$ cat config.mk
export PLATFORM = sky130hd
export DESIGN_NAME = impulse_receiver
export DESIGN_NICKNAME = d
export VERILOG_FILES = /design/src/rtl/impulse_receiver.sv
export SDC_FILE = /design/constraint.sdc
export NUM_CORES = 1
export LEC_CHECK = 0
export BUFFER_PORTS_ARGS = -buffer_cell sky130_fd_sc_hd__buf_2
export CAP_MARGIN = 30
export CORE_MARGIN = 8
export CORE_UTILIZATION = 40
export CTS_BUF_LIST = sky130_fd_sc_hd__clkbuf_2 sky130_fd_sc_hd__clkbuf_4 sky130_fd_sc_hd__clkbuf_8
export DETAILED_ROUTE_END_ITERATION = 8
export PLACE_DENSITY_LB_ADDON = 0.25
export SYNTH_ARGS = -nofsm -noshare
export SYNTH_HDL_FRONTEND = slang
export SYNTH_SLANG_ARGS = --single-unit
$ cat constraint.sdc
create_clock -name clock -period 2.5 [get_ports clock]
set_input_delay 0.25 -clock clock [delete_from_list [all_inputs] [get_ports clock]]
set_output_delay 0.25 -clock clock [all_outputs]
set_load 0.01 [all_outputs]
$ cat src/rtl/impulse_receiver.sv
// Impulse link receiver: synchronizes x, measures each impulse width and hands it over dav_/rfd.
// Optional macro IMPULSE_RECEIVER_TIMEOUT_EN reports over-long impulses at MAX_W+1 cycles.
module impulse_receiver #(
    parameter int unsigned MIN_W = 2,
    parameter int unsigned MAX_W = 8,
    parameter int unsigned CNT_W = 4
) (
    input  logic             clock,
    input  logic             reset_,
    input  logic             x,
    input  logic             rfd,
    output logic             z,
    output logic [CNT_W-1:0] width,
    output logic             dav_,
    output logic             err,
    output logic             ovr
);

    localparam logic [CNT_W-1:0] MinCnt = CNT_W'(MIN_W);
    localparam logic [CNT_W-1:0] MaxCnt = CNT_W'(MAX_W);
    localparam logic [CNT_W-1:0] OneCnt = CNT_W'(1);

    typedef enum logic [2:0] {StIdle, StMeas, StAck, StRel, StLow} state_t;

    state_t           state;
    logic [CNT_W-1:0] cnt;
    logic             sync1, s, sp;
    logic [1:0]       fill;
    logic             armed;
    logic             rise;

    // The reset zeros in the sync chain are not samples of x, so arming waits until s is real.
    assign rise = armed & s & ~sp;

    always_ff @(posedge clock or negedge reset_) begin
        if (!reset_) begin
            state <= StIdle;
            cnt   <= '0;
            sync1 <= 1'b0;
            s     <= 1'b0;
            sp    <= 1'b0;
            fill  <= 2'b00;
            armed <= 1'b0;
            z     <= 1'b0;
            width <= '0;
            dav_  <= 1'b1;
            err   <= 1'b0;
            ovr   <= 1'b0;
        end else begin
            sync1 <= x;
            s     <= sync1;
            sp    <= s;
            fill  <= {fill[0], 1'b1};
            if (fill[1] && !s) armed <= 1'b1;
            err <= 1'b0;
            case (state)
                StIdle: begin
                    if (rise) begin
                        state <= StMeas;
                        cnt   <= OneCnt;
                    end
                end
                StMeas: begin
                    if (s) begin
`ifdef IMPULSE_RECEIVER_TIMEOUT_EN
                        if (cnt >= MaxCnt) begin
                            err   <= 1'b1;
                            state <= StLow;
                        end else begin
                            cnt <= cnt + OneCnt;
                        end
`else
                        if (cnt <= MaxCnt) cnt <= cnt + OneCnt;
`endif
                    end else if (cnt >= MinCnt && cnt <= MaxCnt) begin
                        z     <= ~z;
                        width <= cnt;
                        dav_  <= 1'b0;
                        state <= StAck;
                    end else begin
                        err   <= 1'b1;
                        state <= StIdle;
                    end
                end
                StAck: begin
                    if (rise) ovr <= 1'b1;
                    if (!rfd) begin
                        dav_  <= 1'b1;
                        state <= StRel;
                    end
                end
                StRel: begin
                    if (rise) ovr <= 1'b1;
                    if (rfd) state <= StIdle;
                end
                StLow: begin
                    if (!s) state <= StIdle;
                end
                default: state <= StIdle;
            endcase
        end
    end

endmodule
After elaboration in Yosys (flattened, before gate mapping)
Index checks and enable logic that the tools add are counted.
- word-level logic and storage cells: 62
- bits in registers: 21
- bits of input ports: 4
- output and inout bits: 8
- $add $sub $neg: 1
- muxes and demuxes: 18
- reductions and logical operators: 12
- order comparisons: 2
- bitwise logic cells: 5
- equal/unequal tests: 12
- operators by type and width (cell ; count):
    != test 2 bit, second input constant ; 8
    two-way mux 3 bit ; 5
    one-hot mux 3 bit (5 select lines) ; 1
    two-way mux 4 bit ; 3
    one-hot mux 4 bit (2 select lines) ; 1
    AND reduction 4 bit ; 2
    equality test 3 x 2 -> 1 bit, second input constant ; 2
    two-way mux 1 bit ; 6
    AND reduction 5 bit ; 1
    adder 4 x 1 -> 4 bit, second input constant ; 1
    greater-or-equal comparator 4 x 2 -> 1 bit, second input constant ; 1
    less-or-equal comparator 4 bit, second input constant ; 1
    nonzero test 2 bit ; 2
    equality test 3 x 1 -> 1 bit, second input constant ; 1
    equality test 3 bit, second input constant ; 1
    zero test 3 bit ; 1
    NOT 1 bit ; 3
    AND reduction 3 bit ; 1
    bitwise AND 1 bit ; 2
    logical AND 1 bit ; 2
    two-way mux 2 bit ; 1
    one-hot mux 1 bit (2 select lines) ; 1
    AND reduction 2 bit ; 1
    OR reduction 2 bit ; 1
    zero test 1 bit ; 1

Depth between registers and ports, before layout
Gate-level depths: netlist (run 1).
- depth after elaboration: 5
- mapped depth: 6

Worst setup path before layout (run 1)
OpenSTA, ideal clock, no wires.
- path kind: register to register
- from: register cnt[0]
- to: register width[0]
- clock period less this slack: 1.714 ns
- setup slack: 0.786 ns
- stages on the path, launching flop included: 7
- data arrival time: 1.589 ns
- library setup time: 0.125 ns
- data required time: 2.375 ns
- path through: dfrtp_1 inv_1 ha_1 nor4_1 or4_1 buf_6 mux2_4
- cells in the longest elaborated chain, start to end: 3
- ends and longest elaborated chain (what ; RTL line ; source):
    from (decl) ; 26 ; logic [CNT_W-1:0] cnt;
    from (signal assigned) ; 60 ; cnt <= OneCnt;
    from (signal assigned) ; 73 ; if (cnt <= MaxCnt) cnt <= cnt + OneCnt;
    greater-or-equal comparator 4 x 2 -> 1 bit or less-or-equal comparator 4 bit (tied branches) ; 75 ; end else if (cnt >= MinCnt && cnt <= MaxCnt) begin
    logical AND 1 bit ; 75 ;
    AND reduction 3 bit (no source line) ; n/a ;
    to (signal assigned) ; 77 ; width <= cnt;
    to (decl) ; 13 ; output logic [CNT_W-1:0] width,
Parallel ways exist; a longest one is shown, timed or not.
A chain may end at the register's enable or synchronous reset.

Worst setup path in the final report (run 1)
- from: register cnt[0]
- to: register width[1]
- cells in the longest elaborated chain, start to end: 3
- ends and longest elaborated chain (what ; RTL line):
    greater-or-equal comparator 4 x 2 -> 1 bit or less-or-equal comparator 4 bit (tied branches) ; 75
    logical AND 1 bit * ; 75
    AND reduction 3 bit (no source line) * ; n/a
Every way passes the cells marked *; elsewhere a longest branch is shown, timed or not.

==> results of run 1 <==
flip-flops by register name, indices dropped and copies added, names as in the netlist, 2 cells and up:
register / count
width: 4
state: 2
fill: 2
cnt: 4
timing repair:
item	4_1_cts	5_1_grt
endpoints found under the hold margin	19	0
hold buffers	1	0
resized for setup	0	0
worst max-delay path, stage by stage (launching register included):
cell     delay, ns
dfrtp_1       0.45
inv_1         0.12
ha_1          0.15
nor4_1        0.05
or4_1         0.66
mux2_4        0.35
synth_stat cells (2+ instances only):
| cell type | number | share of area, % |
|---|---|---|
| nand2_1 | 4 | 1.8 |
| mux2_4 | 4 | 7.1 |
| nand2b_1 | 2 | 1.5 |
| mux2i_1 | 2 | 2.4 |
| ha_1 | 2 | 3.0 |
| o211ai_1 | 2 | 1.8 |
| nor2b_1 | 2 | 1.5 |
| dfrtp_1 | 19 | 57 |
| inv_1 | 3 | 1.3 |
| o21ai_0 | 2 | 1.2 |
| nor2_1 | 5 | 2.2 |
power by group through the flow:
stage	clock (µW)	sequential (µW)	combinational [µW]
floorplan	0	522	220
global placement	0	526	311
detailed placement	0	529	315
CTS	192	521	319
global route	202	539	346
finish	180	521	310
through the flow:
| stage | std cells | setup slack [ns] | util [%] | hold slack [ns] | power (µW) |
|---|---|---|---|---|---|
| 3_5_place_dp | 102 | 0.6135 | 46.15 | 0.2173 | 844.8 |
| 5_1_grt | 107 | 0.4616 | 48.48 | 0.03518 | 1087 |
| 6_report | 107 | 0.6105 | 48.48 | 0.05866 | 1011 |
| 2_1_floorplan | 66 | 0.7856 | - | -0.04559 | 741.6 |
| 4_1_cts | 107 | 0.5984 | 48.48 | 0.04274 | 1032 |
| 3_3_place_gp | 102 | 0.6259 | 46.15 | 0.2150 | 836.5 |
path summary, 6_finish.rpt:
kind	cells after the start	slack [ns]	from	end
worst max-delay path	5	0.61	cnt[0]	width[1]
worst max register to register	5	0.61	cnt[0]	width[1]
worst min register to register	0	0.36	sync1	s
max in group asynchronous	2	1.76	reset_	dav_
min in group asynchronous	2	0.41	reset_	width[3]
worst min-delay path	1	0.06	x	sync1
cell type report:
class / instances / area [µm²] / area share (%)
Clock buffer: 4 / 36.28 / 3.776
Tap cell: 27 / 33.78 / 3.516
Timing Repair Buffer: 12 / 65.06 / 6.771
Sequential cell: 20 / 501.7 / 52.21
Multi-Input combinational cell: 41 / 312.8 / 32.55
Inverter: 3 / 11.26 / 1.172
cells by family after synthesis:
kind of cell / after synthesis / share of synthesized area [%]
compound gates: 12 / 10.42
xor+xnor: 1 / 1.042
fa+ha+maj: 2 / 2.976
buf+inv: 5 / 3.124
flops: 20 / 59.67
mux: 7 / 10.86
other cells: 1 / 0.4460
simple gates: 18 / 11.46
per-layer routing:
metal	part of all wire, %	global-route usage [%]
met5	0	0
met1	45	8.780
met2	46	12.41
met3	7.0	3.086
met4	1.7	4.870
==> summary.txt, run 1 <==
Global route
  • First-pass GRT wire length: 2166 µm
  • Global Route Usage Sum: 7.898%
  • Initial antenna violation count: 0
  • Number of global-route vias before repair: 500
  • GRT overflow: 0
  • Largest net degree at the start of global routing: 21

Routing
  • TritonRoute pass-1 iters: 4
  • Routed Antenna Nets: 0
  • Final wirelength: 1380 µm
  • Via count: between 500 and 600
  • Drt initial violations: 5
  • DRC violations left: 0
  • Vias per cell: 5.000
  • Wire per inst: 12.90 µm

Synthesis
  • Post-synth ARST share: 100.0%
  • Seq cells post-synth: 20
  • Mapped Area: 840.8 µm²
  • Ys Warns: 0
  • Post-synth EDFFs: 0
  • Synth cell types: 30
  • Syn Nets: 72
  • Prevailing post-synth register cell: dfrtp_1
  • Post-Syn Instances: 66
  • Avg Cell Area, Syn: 12.74 µm²
  • Sequential area share after synthesis: 59.67%

Die
  • Die Area: 3825 µm²
  • IO Pins: 12
  • Standard-cell rows: 16
  • DIE WIDTH: roughly 60 µm
  • Initial cell density of the core: 42.42%
  • Core area: 1982 µm²
  • Die Height: between 60 and 70 µm

Timing
  • FMAX: 0.5292 GHz
  • Final Critical Period: between 1.5 and 2 ns
  • Final Hold Vio Count: 0
  • Final TNS setup: 0 ns
  • Clock skew: 0.003802 ns
  • Period utilisation layout: 75.58%
  • Final Max Tran Viols: 0
  • RSZ-0062 raised after global routing: no
  • Setup-failing EPs final: 0

Layout
  • # diodes: 0
  • Fillers: roughly 190
  • Most common cell after layout, fill and taps aside: dfrtp_1
  • Layout cells sized above 1: between 20% and 30%
  • Layout area overhead: 14.29%
  • Most frequent cells in the layout: dfrtp_1 (19), buf_2 (11), nor2_1 (5)
  • Design area: 960.9 µm²
  • Final nets: 87

CTS
  • CTS tree: done
  • Post-CTS Setup Inserts: 0
  • Clock latency on the worst-skew pair: 0.29 ns
  • Num Clock Sinks: 20
  • Reg clk slew, reported paths: 0.10 ns
  • Root Driver: clkbuf_4
  • Max Root-Sink Buffers: 2
  • Total CTS buffers: 3
  • H-tree depth: 1

Placement
  • Gpl congestion: 0.7233
  • Placed inst area: 914.6 µm²
  • DP HPWL: 1030 µm
  • Number of I/O port buffers: 11

Pwr
  • PwrDens: 1052 nW/µm²
  • Clk pwr share: 17.8%
  • Internal power: 676.9 µW
  • Switch Pwr: 334.2 µW
  • Gate power share: 30.6%
  • Switching share of power: between 30 and 40%
  • Worst vdd ir: 0.5052 mV
  • Leakage: 0.0004732 µW
  • Sequential Power Share: between 50 and 60%

Critical path
  • Worst path arrival time: ~2.1 ns
  • WS Path Type: flop to flop
  • Critical path launch point type: flop
  • Worst Path Max Fanout: 7
  • WP data required: 2.69 ns
  • CP Capture Type: flop

Min path
  • Hold Crit Class: input pin to flop

Run
  • Max_cap viols: 0

Run status
  • Status: finished, final reports clean
Power figures use the tool's default switching activity.
==> run 2, diff against run 1 <==
--- a/config.mk
+++ b/config.mk
@@ -5,6 +5,7 @@
 export SDC_FILE = /design/constraint.sdc
 export NUM_CORES = 1
 export LEC_CHECK = 0
+export ABC_AREA = 1
 export BUFFER_PORTS_ARGS = -buffer_cell sky130_fd_sc_hd__buf_2
 export CAP_MARGIN = 30
 export CORE_MARGIN = 8
==> constraint.sdc (replaced) <==
create_clock -name clock -period 1.7 [get_ports clock]
set_input_delay 0.17 -clock clock [delete_from_list [all_inputs] [get_ports clock]]
set_output_delay 0.17 -clock clock [all_outputs]
set_load 0.01 [all_outputs]
==> run 2 against run 1 <==
Count of clock-buffer cells in the layout unchanged. Total power increased by 72%. Area after synthesis rose by 6.4%. Utilization is 0.50 points lower. Fmax rose by 43%. Critical path type unchanged.
==> summary.txt, run 2 <==
Run status
  • Status: finished, final reports clean (unchanged)

Layout
  • Final nets: 119 (was 87)
  • Largest regs: cnt (4), width (4) (unchanged)
  • Most common cell after layout, fill and taps aside: nand2_1 (was dfrtp_1)
  • Layout cells sized above 1: 25.89% (was 28.75%)
  • Most frequent cells in the layout: nand2_1 (22), dfrtp_1 (19), buf_2 (11) (was dfrtp_1 (19), buf_2 (11), nor2_1 (5))
  • Multi-input gate area: 347.8 µm² (was 312.8 µm²)
  • Fillers: 220 (was 187)
  • Layout area overhead: 16.36% (was 14.29%)
  • # diodes: 0 (unchanged)
  • Register area: 501.7 µm² (unchanged)

Synthesis
  • Mapped Area: 894.6 µm² (was 840.8 µm²)
  • Avg Cell Area, Syn: 9.417 µm² (was 12.74 µm²)
  • Prevailing post-synth register cell: dfrtp_1 (unchanged)
  • Post-synth ARST share: 100.0% (unchanged)
  • Post-synth EDFFs: 0 (unchanged)
  • Synth top area share: 53.15% (was 56.55%)
  • Synth cell types: 21 (was 30)
  • Syn Nets: 101 (was 72)
  • Count leader, synth: nand2_1 (was dfrtp_1)
  • Area contributors post-synth: dfrtp_1 (53%), nand2_1 (9.2%), nand3_1 (4.5%), inv_1 (3.8%), o21ai_1 (3.4%) (was dfrtp_1 (57%), mux2_4 (7.1%), dfstp_2 (3.1%), ha_1 (3.0%), mux2i_1 (2.4%))
  • Ys Warns: 0 (unchanged)
  • Post-Syn Instances: 95 (was 66)
  • Post-synth top area cell: dfrtp_1 (unchanged)
  • Most frequent cells after synthesis: nand2_1 (22), dfrtp_1 (19), inv_1 (9) (was dfrtp_1 (19), nor2_1 (5), mux2_4 (4), nand2_1 (4), inv_1 (3))
  • Seq cells post-synth: 20 (unchanged)
  • Sequential area share after synthesis: 56.08% (was 59.67%)

Critical path
  • Worst Reg-to-Reg Cells: 8 (was 5)
  • Worst setup path start: cnt[0] (unchanged)
  • R2r endpoint: z (was width[1])
  • WS Path Type: flop to flop (unchanged)
  • CP most frequent cell: nand2_1
  • Worst Path Max Fanout: 8 (was 7)
  • Slowest-stage cell, CP: dfrtp_1 (was or4_1)
  • CP peak stage delay: 0.42 ns (was 0.66 ns)
  • R2R setup slack: 0.38 ns (was 0.61 ns)
  • Worst path arrival time: 1.55 ns (was 2.08 ns)
  • RR Startpoint: cnt[0] (unchanged)
  • CP endpoint: z (was width[1])
  • Critical path launch point type: flop (unchanged)
  • CP cell instances: inv_1 -> ha_1 -> nor2_1 -> nand2_1 -> nand2_1 -> inv_2 -> nand2_4 -> xor2_1 (was inv_1 -> ha_1 -> nor4_1 -> or4_1 -> mux2_4)
  • CP Capture Type: flop (unchanged)
  • WP data required: 1.93 ns (was 2.69 ns)

Timing
  • Period utilisation layout: 77.66% (was 75.58%)
  • Final TNS setup: 0 ns (unchanged)
  • Final Hold Vio Count: 0 (unchanged)
  • Setup-failing EPs final: 0 (unchanged)
  • FMAX: 0.7574 GHz (was 0.5292 GHz)
  • Final Critical Period: 1.320 ns (was 1.889 ns)
  • Final Max Tran Viols: 0 (unchanged)
  • RSZ-0062 raised after global routing: no (unchanged)
  • Clock skew: 0.003099 ns (was 0.003802 ns)
  • WHS: 0.09780 ns (was 0.05866 ns)
  • Final WS setup: 0.3798 ns (was 0.6105 ns)

Pwr
  • Internal power: 1018 µW (was 676.9 µW)
  • Switch Pwr: 719.3 µW (was 334.2 µW)
  • PwrDens: 1669 nW/µm² (was 1052 nW/µm²)
  • Clk pwr share: 15.7% (was 17.8%)
  • Sequential Power Share: 43.3% (was 51.6%)
  • Worst vdd ir: 0.7576 mV (was 0.5052 mV)
  • Switching share of power: 41.40% (was 33.05%)
  • Gate power share: 40.9% (was 30.6%)
  • Leakage: 0.0005282 µW (was 0.0004732 µW)
  • Pwr Total: 1738 µW (was 1011 µW)

CTS
  • Root Driver: clkbuf_4 (unchanged)
  • Clock latency on the worst-skew pair: 0.30 ns (was 0.29 ns)
  • H-tree depth: 1 (unchanged)
  • Reg clk slew, reported paths: 0.11 ns (was 0.10 ns)
  • Total CTS buffers: 3 (unchanged)
  • Num Clock Sinks: 20 (unchanged)
  • CTS tree: done (unchanged)
  • Max Root-Sink Buffers: 2 (unchanged)

Routing
  • Via count: 638 (was 535)
  • Drt initial violations: 17 (was 5)
  • Wire per inst: 10.60 µm (was 12.90 µm)
  • DRC violations left: 0 (unchanged)
  • Routed Antenna Nets: 0 (unchanged)
  • TritonRoute pass-1 iters: 2 (was 4)
  • Vias per cell: 4.557 (was 5.000)
  • Final wirelength: 1484 µm (was 1380 µm)

Global route
  • Global Route Usage Sum: 8.151% (was 7.898%)
  • Largest net degree at the start of global routing: 21 (unchanged)
  • GRT overflow: 0 (unchanged)
  • Number of global-route vias before repair: 605 (was 500)
  • First-pass GRT wire length: 2601 µm (was 2166 µm)
  • Initial antenna violation count: 0 (unchanged)

Placement
  • Setup WS pre-CTS: 0.3829 ns (was 0.6135 ns)
  • Gpl congestion: 0.7701 (was 0.7233)
  • Number of I/O port buffers: 11 (unchanged)
  • DP HPWL: 1094 µm (was 1030 µm)

Min path
  • Hold Path Depth: 4 (was 1)
  • Hold Crit Class: input pin to flop (unchanged)

Die
  • Initial cell density of the core: 41.23% (was 42.42%)
  • DIE WIDTH: 63.29 µm (was 61.85 µm)
  • Core area: 2170 µm² (was 1982 µm²)
  • Die Area: 4006 µm² (was 3825 µm²)
  • Die Height: 63.29 µm (was 61.85 µm)
  • Standard-cell rows: 17 (was 16)
  • IO Pins: 12 (unchanged)

Run
  • Max_cap viols: 0 (unchanged)
## run 2: repair_timing
action                                  in CTS  in global routing
hold buffers                                 2                  0
resized for setup                            0                  0
setup buffers                                0                  0
endpoints found under the setup margin       0                  0
endpoints found under the hold margin       20                  0
## run 2: logic make-up after synthesis
logic type	after synthesis	synth area share (%)
compound gates	10	6.994
xor+xnor	3	2.938
fa+ha+maj	2	2.797
buf+inv	12	5.035
flops	20	56.08
other cells	1	0.4192
simple gates	47	25.74
## run 2: cell type report
type	count	area share, %
well taps	28	3.365
clock buffers	4	3.486
multi-input cells	63	33.41
inverters	12	4.327
flip-flops and latches	20	48.20
repair buffers	13	7.212
## run 2: stage by stage
stage,util (%),cells,cell area [µm²]
after floorplan,-,95,894.6
after global placement,45.39,134,984.7
after detailed placement,45.39,134,984.7
after CTS,47.98,140,1041
after global routing,47.98,140,1041
final,47.98,140,1041
## run 2: power by group through the flow
stage	clock network [µW]	registers, µW	logic, µW
after floorplan	0	773	519
after global placement	0	757	708
after detailed placement	0	760	721
after CTS	284	753	727
after global routing	305	772	823
final	274	753	711
## run 2: worst min-delay path by stage
| stage | to | from |
|---|---|---|
| 3_3_place_gp | state[1] | reset_ |
| 2_1_floorplan | armed | reset_ |
| 5_1_grt | dav_ | rfd |
| 3_5_place_dp | state[1] | reset_ |
| 6_report | dav_ | rfd |
| 4_1_cts | dav_ | rfd |
## run 2: critical path, delay by kind of cell (launching register included)
kind | cells | cell delay (ns)
flops | 1 | 0.42
simple gates | 4 | 0.33
fa+ha+maj | 1 | 0.20
buf+inv | 2 | 0.15
xor+xnor | 1 | 0.14
## run 2: routing by layer
layer / share of wire, % / GRT usage [%] / vias to the layer above
met4: 2.4 / 5.850 / 0
li1: - / - / 333
met1: 53 / 10.13 / 286
met2: 39 / 10.88 / 14
met3: 5.3 / 3.534 / 5
met5: 0 / 0 / -
